--- config.mk ---
export PLATFORM = sky130hd
export DESIGN_NAME = lcd_frame_sequencer_flat
export DESIGN_NICKNAME = d
export VERILOG_FILES = /design/src/rtl/lcd_frame_sequencer_if.sv /design/src/rtl/lcd_frame_sequencer.sv /design/src/flat_wrapper.sv
export SDC_FILE = /design/constraint.sdc
export NUM_CORES = 1
export LEC_CHECK = 0
export CAP_MARGIN = 20
export CORE_MARGIN = 2
export CORE_UTILIZATION = 66
export CTS_CLUSTER_SIZE = 8
export DETAILED_ROUTE_END_ITERATION = 16
export GPL_TIMING_DRIVEN = 0
export PLACE_DENSITY = 0.91
export SYNTH_ARGS = -nofsm -noshare
export SYNTH_HDL_FRONTEND = slang
export SYNTH_SLANG_ARGS = --single-unit
--- constraint.sdc ---
create_clock -name CLK -period 8.8 [get_ports CLK]
set_input_delay 1.32 -clock CLK [delete_from_list [all_inputs] [get_ports CLK]]
set_output_delay 1.32 -clock CLK [all_outputs]
set_load 0.005 [all_outputs]
--- src/rtl/lcd_frame_sequencer_if.sv ---
// Application-side and LCD-controller-side signals of the frame sequencer.
interface lcd_frame_sequencer_if;
  localparam int unsigned AW = 5;
  localparam int unsigned DW = 8;

  logic          wr_en;
  logic [AW-1:0] wr_addr;
  logic [DW-1:0] wr_data;
  logic          start;
  logic          clr;
  logic          busy;
  logic          done;
  logic          err;
  logic          initlcd;
  logic          resetlcd;
  logic          clearlcd;
  logic          homelcd;
  logic          datalcd;
  logic          addrlcd;
  logic          cmdlcd;
  logic [DW-1:0] lcddatin;
  logic          lcdreset;
  logic          lcdclear;
  logic          lcdhome;
  logic          lcddata;
  logic          lcdaddr;

  modport slave (
    input  wr_en, wr_addr, wr_data, start, clr,
    input  lcdreset, lcdclear, lcdhome, lcddata, lcdaddr,
    output busy, done, err, initlcd,
    output resetlcd, clearlcd, homelcd, datalcd, addrlcd, cmdlcd, lcddatin
  );

  modport master (
    output wr_en, wr_addr, wr_data, start, clr,
    output lcdreset, lcdclear, lcdhome, lcddata, lcdaddr,
    input  busy, done, err, initlcd,
    input  resetlcd, clearlcd, homelcd, datalcd, addrlcd, cmdlcd, lcddatin
  );
endinterface

--- src/rtl/lcd_frame_sequencer.sv ---
// Drives the clplcd controller: power-up reset, display clear, or a full
// 2x16 frame refresh from a local 32-byte character buffer.
module lcd_frame_sequencer #(
  parameter logic [23:0] TIMEOUT    = 24'd4194304,
  parameter logic [6:0]  LINE2_ADDR = 7'h40
) (
  input logic                  CLK,
  input logic                  RST,
  lcd_frame_sequencer_if.slave bus
);
  localparam int unsigned DW     = 8;
  localparam int unsigned AW     = 5;
  localparam int unsigned DEPTH  = 32;
  localparam int unsigned STEP_W = 6;
  localparam int unsigned CNT_W  = 24;
  localparam logic [STEP_W-1:0] LINE2_STEP = 6'd17;
  localparam logic [STEP_W-1:0] LAST_STEP  = 6'd33;

  typedef enum logic [2:0] {S_IDLE, S_INIT, S_REQ, S_NEXT, S_ERR} state_t;
  typedef enum logic [1:0] {OP_RESET, OP_CLEAR, OP_ADDR, OP_DATA} op_t;
  typedef enum logic [1:0] {JOB_POWERUP, JOB_CLEAR, JOB_REFRESH} job_t;

  logic [DW-1:0]     buf_q [DEPTH];
  state_t            state_q;
  op_t               op_q;
  job_t              job_q;
  logic [STEP_W-1:0] step_q;
  logic [CNT_W-1:0]  cnt_q;
  logic              pend_start_q;
  logic              pend_clr_q;
  logic              busy_q;
  logic              done_q;
  logic              err_q;
  logic              initlcd_q;
  logic              resetlcd_q;
  logic              clearlcd_q;
  logic              addrlcd_q;
  logic              datalcd_q;
  logic [DW-1:0]     lcddatin_q;

  logic [STEP_W-1:0] step_d;
  logic [AW-1:0]     byte_idx_d;
  op_t               nxt_op_d;
  logic [DW-1:0]     nxt_dat_d;
  logic              ack_d;
  logic              want_start_d;
  logic              want_clr_d;
  logic              dispatch_d;

  // Operand of the following refresh step; reads the buffer before a same-edge write lands.
  always_comb begin
    step_d     = step_q + STEP_W'(1);
    byte_idx_d = (step_d > LINE2_STEP) ? AW'(step_d - STEP_W'(2)) : AW'(step_d - STEP_W'(1));
    nxt_op_d   = OP_DATA;
    nxt_dat_d  = buf_q[byte_idx_d];
    if (step_d == LINE2_STEP) begin
      nxt_op_d  = OP_ADDR;
      nxt_dat_d = {1'b0, LINE2_ADDR};
    end
  end

  always_comb begin
    ack_d = 1'b0;
    case (op_q)
      OP_RESET: ack_d = bus.lcdreset;
      OP_CLEAR: ack_d = bus.lcdclear;
      OP_ADDR:  ack_d = bus.lcdaddr;
      OP_DATA:  ack_d = bus.lcddata;
      default:  ack_d = 1'b0;
    endcase
  end

  // Work is picked up from idle, or straight after a finished clear/refresh.
  always_comb begin
    want_start_d = pend_start_q | bus.start;
    want_clr_d   = pend_clr_q | bus.clr;
    dispatch_d   = (state_q == S_IDLE) ||
                   ((state_q == S_NEXT) && (job_q != JOB_POWERUP) &&
                    ((job_q == JOB_CLEAR) || (step_q == LAST_STEP)));
  end

  always_ff @(posedge CLK) begin
    if (bus.wr_en) buf_q[bus.wr_addr] <= bus.wr_data;
  end

  always_ff @(posedge CLK or posedge RST) begin
    if (RST) begin
      state_q      <= S_INIT;
      op_q         <= OP_RESET;
      job_q        <= JOB_POWERUP;
      step_q       <= '0;
      cnt_q        <= '0;
      pend_start_q <= 1'b0;
      pend_clr_q   <= 1'b0;
      busy_q       <= 1'b1;
      done_q       <= 1'b0;
      err_q        <= 1'b0;
      initlcd_q    <= 1'b0;
      resetlcd_q   <= 1'b0;
      clearlcd_q   <= 1'b0;
      addrlcd_q    <= 1'b0;
      datalcd_q    <= 1'b0;
      lcddatin_q   <= '0;
    end else begin
      done_q       <= 1'b0;
      initlcd_q    <= 1'b0;
      pend_start_q <= want_start_d;
      pend_clr_q   <= want_clr_d;
      case (state_q)
        S_IDLE: busy_q <= 1'b0;
        S_INIT: begin
          // Straight out of reset the init pulse has not been issued yet.
          if (!initlcd_q) begin
            initlcd_q <= 1'b1;
          end else begin
            state_q    <= S_REQ;
            cnt_q      <= '0;
            resetlcd_q <= (op_q == OP_RESET);
            clearlcd_q <= (op_q == OP_CLEAR);
            addrlcd_q  <= (op_q == OP_ADDR);
            datalcd_q  <= (op_q == OP_DATA);
          end
        end
        S_REQ: begin
          if (ack_d) begin
            state_q    <= S_NEXT;
            resetlcd_q <= 1'b0;
            clearlcd_q <= 1'b0;
            addrlcd_q  <= 1'b0;
            datalcd_q  <= 1'b0;
          end else if (cnt_q == TIMEOUT - CNT_W'(1)) begin
            state_q      <= S_ERR;
            err_q        <= 1'b1;
            pend_start_q <= 1'b0;
            pend_clr_q   <= 1'b0;
            resetlcd_q   <= 1'b0;
            clearlcd_q   <= 1'b0;
            addrlcd_q    <= 1'b0;
            datalcd_q    <= 1'b0;
          end else begin
            cnt_q <= cnt_q + CNT_W'(1);
          end
        end
        S_NEXT: begin
          if (job_q == JOB_POWERUP) begin
            state_q <= S_IDLE;
            busy_q  <= 1'b0;
          end else if ((job_q == JOB_REFRESH) && (step_q != LAST_STEP)) begin
            state_q    <= S_INIT;
            step_q     <= step_d;
            op_q       <= nxt_op_d;
            lcddatin_q <= nxt_dat_d;
            initlcd_q  <= 1'b1;
          end else begin
            done_q <= 1'b1;
          end
        end
        S_ERR: begin
          if (bus.start || bus.clr) begin
            state_q    <= S_INIT;
            err_q      <= 1'b0;
            job_q      <= JOB_POWERUP;
            op_q       <= OP_RESET;
            lcddatin_q <= '0;
            initlcd_q  <= 1'b1;
          end
        end
        default: state_q <= S_IDLE;
      endcase
      // A clear always goes ahead of a refresh that is wanted at the same time.
      if (dispatch_d) begin
        if (want_clr_d) begin
          state_q    <= S_INIT;
          job_q      <= JOB_CLEAR;
          op_q       <= OP_CLEAR;
          lcddatin_q <= '0;
          initlcd_q  <= 1'b1;
          busy_q     <= 1'b1;
          pend_clr_q <= 1'b0;
        end else if (want_start_d) begin
          state_q      <= S_INIT;
          job_q        <= JOB_REFRESH;
          op_q         <= OP_ADDR;
          step_q       <= '0;
          lcddatin_q   <= '0;
          initlcd_q    <= 1'b1;
          busy_q       <= 1'b1;
          pend_start_q <= 1'b0;
        end else begin
          state_q <= S_IDLE;
          busy_q  <= 1'b0;
        end
      end
    end
  end

  assign bus.busy     = busy_q;
  assign bus.done     = done_q;
  assign bus.err      = err_q;
  assign bus.initlcd  = initlcd_q;
  assign bus.resetlcd = resetlcd_q;
  assign bus.clearlcd = clearlcd_q;
  assign bus.addrlcd  = addrlcd_q;
  assign bus.datalcd  = datalcd_q;
  assign bus.homelcd  = 1'b0;
  assign bus.cmdlcd   = 1'b0;
  assign bus.lcddatin = lcddatin_q;
endmodule

--- src/flat_wrapper.sv ---
// flat-port wrapper written by rule: the top's interface ports become plain ports
module lcd_frame_sequencer_flat 
#(
  parameter logic [23:0] TIMEOUT    = 24'd4194304,
  parameter logic [6:0]  LINE2_ADDR = 7'h40
)
  (CLK, RST, bus_wr_en, bus_wr_addr, bus_wr_data, bus_start, bus_clr, bus_lcdreset, bus_lcdclear, bus_lcdhome, bus_lcddata, bus_lcdaddr, bus_busy, bus_done, bus_err, bus_initlcd, bus_resetlcd, bus_clearlcd, bus_homelcd, bus_datalcd, bus_addrlcd, bus_cmdlcd, bus_lcddatin);
  lcd_frame_sequencer_if bus_i ();
  input logic CLK;
  input logic RST;
  input wire logic [$bits(bus_i.wr_en)-1:0] bus_wr_en;
  input wire logic [$bits(bus_i.wr_addr)-1:0] bus_wr_addr;
  input wire logic [$bits(bus_i.wr_data)-1:0] bus_wr_data;
  input wire logic [$bits(bus_i.start)-1:0] bus_start;
  input wire logic [$bits(bus_i.clr)-1:0] bus_clr;
  input wire logic [$bits(bus_i.lcdreset)-1:0] bus_lcdreset;
  input wire logic [$bits(bus_i.lcdclear)-1:0] bus_lcdclear;
  input wire logic [$bits(bus_i.lcdhome)-1:0] bus_lcdhome;
  input wire logic [$bits(bus_i.lcddata)-1:0] bus_lcddata;
  input wire logic [$bits(bus_i.lcdaddr)-1:0] bus_lcdaddr;
  output wire logic [$bits(bus_i.busy)-1:0] bus_busy;
  output wire logic [$bits(bus_i.done)-1:0] bus_done;
  output wire logic [$bits(bus_i.err)-1:0] bus_err;
  output wire logic [$bits(bus_i.initlcd)-1:0] bus_initlcd;
  output wire logic [$bits(bus_i.resetlcd)-1:0] bus_resetlcd;
  output wire logic [$bits(bus_i.clearlcd)-1:0] bus_clearlcd;
  output wire logic [$bits(bus_i.homelcd)-1:0] bus_homelcd;
  output wire logic [$bits(bus_i.datalcd)-1:0] bus_datalcd;
  output wire logic [$bits(bus_i.addrlcd)-1:0] bus_addrlcd;
  output wire logic [$bits(bus_i.cmdlcd)-1:0] bus_cmdlcd;
  output wire logic [$bits(bus_i.lcddatin)-1:0] bus_lcddatin;
  assign bus_i.wr_en = bus_wr_en;
  assign bus_i.wr_addr = bus_wr_addr;
  assign bus_i.wr_data = bus_wr_data;
  assign bus_i.start = bus_start;
  assign bus_i.clr = bus_clr;
  assign bus_i.lcdreset = bus_lcdreset;
  assign bus_i.lcdclear = bus_lcdclear;
  assign bus_i.lcdhome = bus_lcdhome;
  assign bus_i.lcddata = bus_lcddata;
  assign bus_i.lcdaddr = bus_lcdaddr;
  assign bus_busy = bus_i.busy;
  assign bus_done = bus_i.done;
  assign bus_err = bus_i.err;
  assign bus_initlcd = bus_i.initlcd;
  assign bus_resetlcd = bus_i.resetlcd;
  assign bus_clearlcd = bus_i.clearlcd;
  assign bus_homelcd = bus_i.homelcd;
  assign bus_datalcd = bus_i.datalcd;
  assign bus_addrlcd = bus_i.addrlcd;
  assign bus_cmdlcd = bus_i.cmdlcd;
  assign bus_lcddatin = bus_i.lcddatin;
  lcd_frame_sequencer #(.TIMEOUT(TIMEOUT), .LINE2_ADDR(LINE2_ADDR)) u_core (.CLK(CLK), .RST(RST), .bus(bus_i));
endmodule
==> impl_metrics.ini <==
[grt]
grt.busiest_layer = met2
use_met3_pct = 7.391
grt_max_degree = 33
grt_util_met2_pct = 50.56
first_global_vias = 8977
grt_pass1_wl_um = 50670
grt_overflow_total = 0
gr-usage-met1_pct = 39.47
grtUsageTotal_pct = 30.81
antenna_found_initial = 0

[finish]
n_antenna_cell = 0
final_util_pct = 77.78
mostFrequentLayoutCells = edfxtp_1 (256), mux2i_1 (115), nor2_1 (81)
layout_commonest_cell = edfxtp_1
drive_above_1_share_pct = 11.55
layout.nets = 1068
nFillCells = 1114
areaGrowthSynthToFinish_pct = 16.29

[drt]
drtPass1Iterations = 5
routed_via_density = 6.542
first_iter_violations = 1082
route.vias.total = 8793
routedWlPerCell_um = 24.67
antenna_left = 0
postRouteWirelength_um = 33160
drc = 0

[timing]
tightest_slew_ps = 1196
fin_ws_ps = 4042
setup_tns_ps = 0
rsz0062_at_grt = false
slew_viol_final = 0
final_hold_viol_count = 0
min_period_over_period_pct = 54.07
finalSetupViolations = 0
fmax_mhz = 210.2
fin_skew_ps = 50.70
relSlewSlack_pct = 19.69
period_minus_slack_ps = 4758

[flow_run]
max-cap-violations = 0

[synthesis]
synth.distinct_cells = 72
synth_area_um2 = 13490
ys_warn_count = 0
syn-instance-count = 944
async_flop_share_pct = 17.68
synth_seq_cells = 311
ys.flop_type = edfxtp_1
synth_area_per_cell_um2 = 14.29
yosysTopAreaCell = edfxtp_1
synth-edff-count = 256
synth_top_area_share_pct = 56.98
synthTopCellsByArea = edfxtp_1 (57%), dfrtp_1 (9.8%), mux2i_1 (8.5%)
ys_seq_area_share_pct = 67.20

[clock_tree]
postCtsSetupBuffers = 0
cts.htree.levels = 2
cts_root_buffer = clkbuf_16
holdBufCountCts = 0
worstSkewPairLatency_ps = 560
cts_resized = 0
clock_path_buffers = 3
cts_tree = done
clkTransAtPathRegs_ps = 50
clock-sinks = 311
numCtsBuffers = 44

[floorplan]
rows = 52
io_pins = 41
start_util_pct = 66.89
die_w_um = 147.0
core_area_um2 = 20170
fp.dieH_um = 147.0
dieArea_um2 = 21600

[worst_setup_path]
crit_path_max_fanout = 10
critPathMostFrequentCell = clkbuf_1
critical_path_arrival_ps = 5200
worstSetupPathType = register to register
slowest_stage = a2bb2oi_1
crit_chain = clkbuf_1 -> inv_1 -> ha_1 -> clkbuf_1 -> inv_1 -> ha_1 -> nand2_1 -> a21oi_1 -> a211o_1 -> a2bb2oi_1 -> clkbuf_1 -> a22oi_1 -> o221ai_1 -> nand3_1 -> a32o_1
cpPeakStageDelay_ps = 790
cp.required_ps = 9240
start_kind = register
worst_setup_path_end_kind = register

[placed_design]
dp_slack_ps = 4430
dp_hpwl_um = 19900
place_congestion = 0.9037
port_buffers = 37

[pwr]
power_leakage_nw = 5.450
vdd_drop_max_mv = 0.2351
pwr_density_cell_nw_per_um2 = 270.1

[worst_hold_path]
hold_path_class = register to register

[status]
run_status = complete, no violations
-- metal layers --
layer	share of wire [%]	vias to the layer above
met2	50	577
li1	-	3811
met3	9.4	101
met5	0	-
met4	3.6	0
met1	37	4304
-- through the flow --
| step | hold WS (ps) | instances | cell area [um2] | power [mW] |
|---|---|---|---|---|
| finish | 474.8 | 1344 | 15690 | 4.237 |
| global route | 508.0 | 1344 | 15690 | 4.378 |
| CTS | 478.1 | 1335 | 15520 | 4.203 |
| detailed placement | 467.7 | 1254 | 14240 | 2.645 |
| global placement | 461.7 | 1252 | 14200 | 2.608 |
| floorplan | 466.9 | 945 | 13490 | 2.365 |
-- synthesized netlist by cell type (all sizes together), types with 4 or more instances --
cell and count:
nand2 73, mux2i 115, ha 6, nor4 6
nor2 83, a22oi 15, clkbuf 17, a32oi 6
and3 6, nand2b 4, dfrtp 53, mux2 26
inv 12, a31oi 6, xnor2 14, xor2 20
o21ai 10, o221ai 13, mux4 6, or3b 4
buf 27, or3 4, a211oi 6, nand3b 8
nor3 10, nand3 42, nand4 7, a32o 9
edfxtp 256, nor2b 7, a21oi 16, o31ai 4
and2 9, o211ai 5
-- final timing paths --
kind / from / endpoint / slack [ps] / cells after the start
max in group asynchronous: RST / u_core.state_q[0] / 6980 / 3
worst min-delay path: u_core.bus.clearlcd / u_core.bus.clearlcd / 470 / 2
worst max-delay path: u_core.step_q[0] / u_core.bus.lcddatin[4] / 4040 / 15
min in group asynchronous: RST / u_core.cnt_q[11] / 1180 / 2
worst max register to register: u_core.step_q[0] / u_core.bus.lcddatin[4] / 4040 / 15
worst min register to register: u_core.bus.clearlcd / u_core.bus.clearlcd / 470 / 2
-- sequential cells by signal, indices dropped and copies added (netlist names) --
| register | flops |
|---|---|
| u_core.pend_clr_q | 1 |
| u_core.buf_q | 256 |
| u_core.bus.done | 1 |
| u_core.bus.clearlcd | 1 |
| u_core.step_q | 6 |
| u_core.op_q | 2 |
| u_core.cnt_q | 24 |
| u_core.bus.err | 1 |
| u_core.bus.initlcd | 1 |
| u_core.job_q | 2 |
| u_core.bus.addrlcd | 1 |
| u_core.bus.lcddatin | 8 |
| u_core.pend_start_q | 1 |
| u_core.bus.busy | 1 |
| u_core.bus.resetlcd | 1 |
| u_core.bus.datalcd | 1 |
| u_core.state_q | 3 |
-- cells by family (layout without fill, tap and decap cells) --
kind of cell	Yosys count	count (layout)	share of synthesized area [%]
DFF	311	311	67.20
and+or+nand+nor	274	274	9.766
muxes	147	147	11.70
AOI/OAI and AO/OA	115	115	6.548
buffers and inverters	56	185	1.985
xor gates and xnor gates	34	34	2.207
adders and majority gates	6	6	0.5565
other	1	2	0.02780
-- worst max-delay path: cells and delay by family, from the launching register on --
kind            cells  cell delay [ps]
flops               1              430
simple gates        2              220
buf+inv             5             1510
compound gates      6             1880
fa+ha+maj           2              620
-- power breakdown --
part / total [mW] / switching, mW / internal, mW / leakage (nW)
sequential: 1.70 / 0.0458 / 1.66 / 3.04
combinational: 0.976 / 0.577 / 0.399 / 1.80
clock: 1.56 / 0.613 / 0.944 / 0.608
total: 4.24 / 1.24 / 3.00 / 5.45
-- cell type report --
cell class / instances / area [um2] / share of cell area (%)
Buffer: 44 / 222.7 / 1.420
Tap cell: 270 / 337.8 / 2.153
Clock inverter: 3 / 58.81 / 0.3749
Timing Repair Buffer: 48 / 568.0 / 3.621
Multi-Input combinational cell: 578 / 4160 / 26.52
Inverter: 12 / 45.04 / 0.2871
Sequential cell: 311 / 9066 / 57.79
Clock buffer: 78 / 1229 / 7.832
No activity file was read; power rests on OpenSTA's default activity.
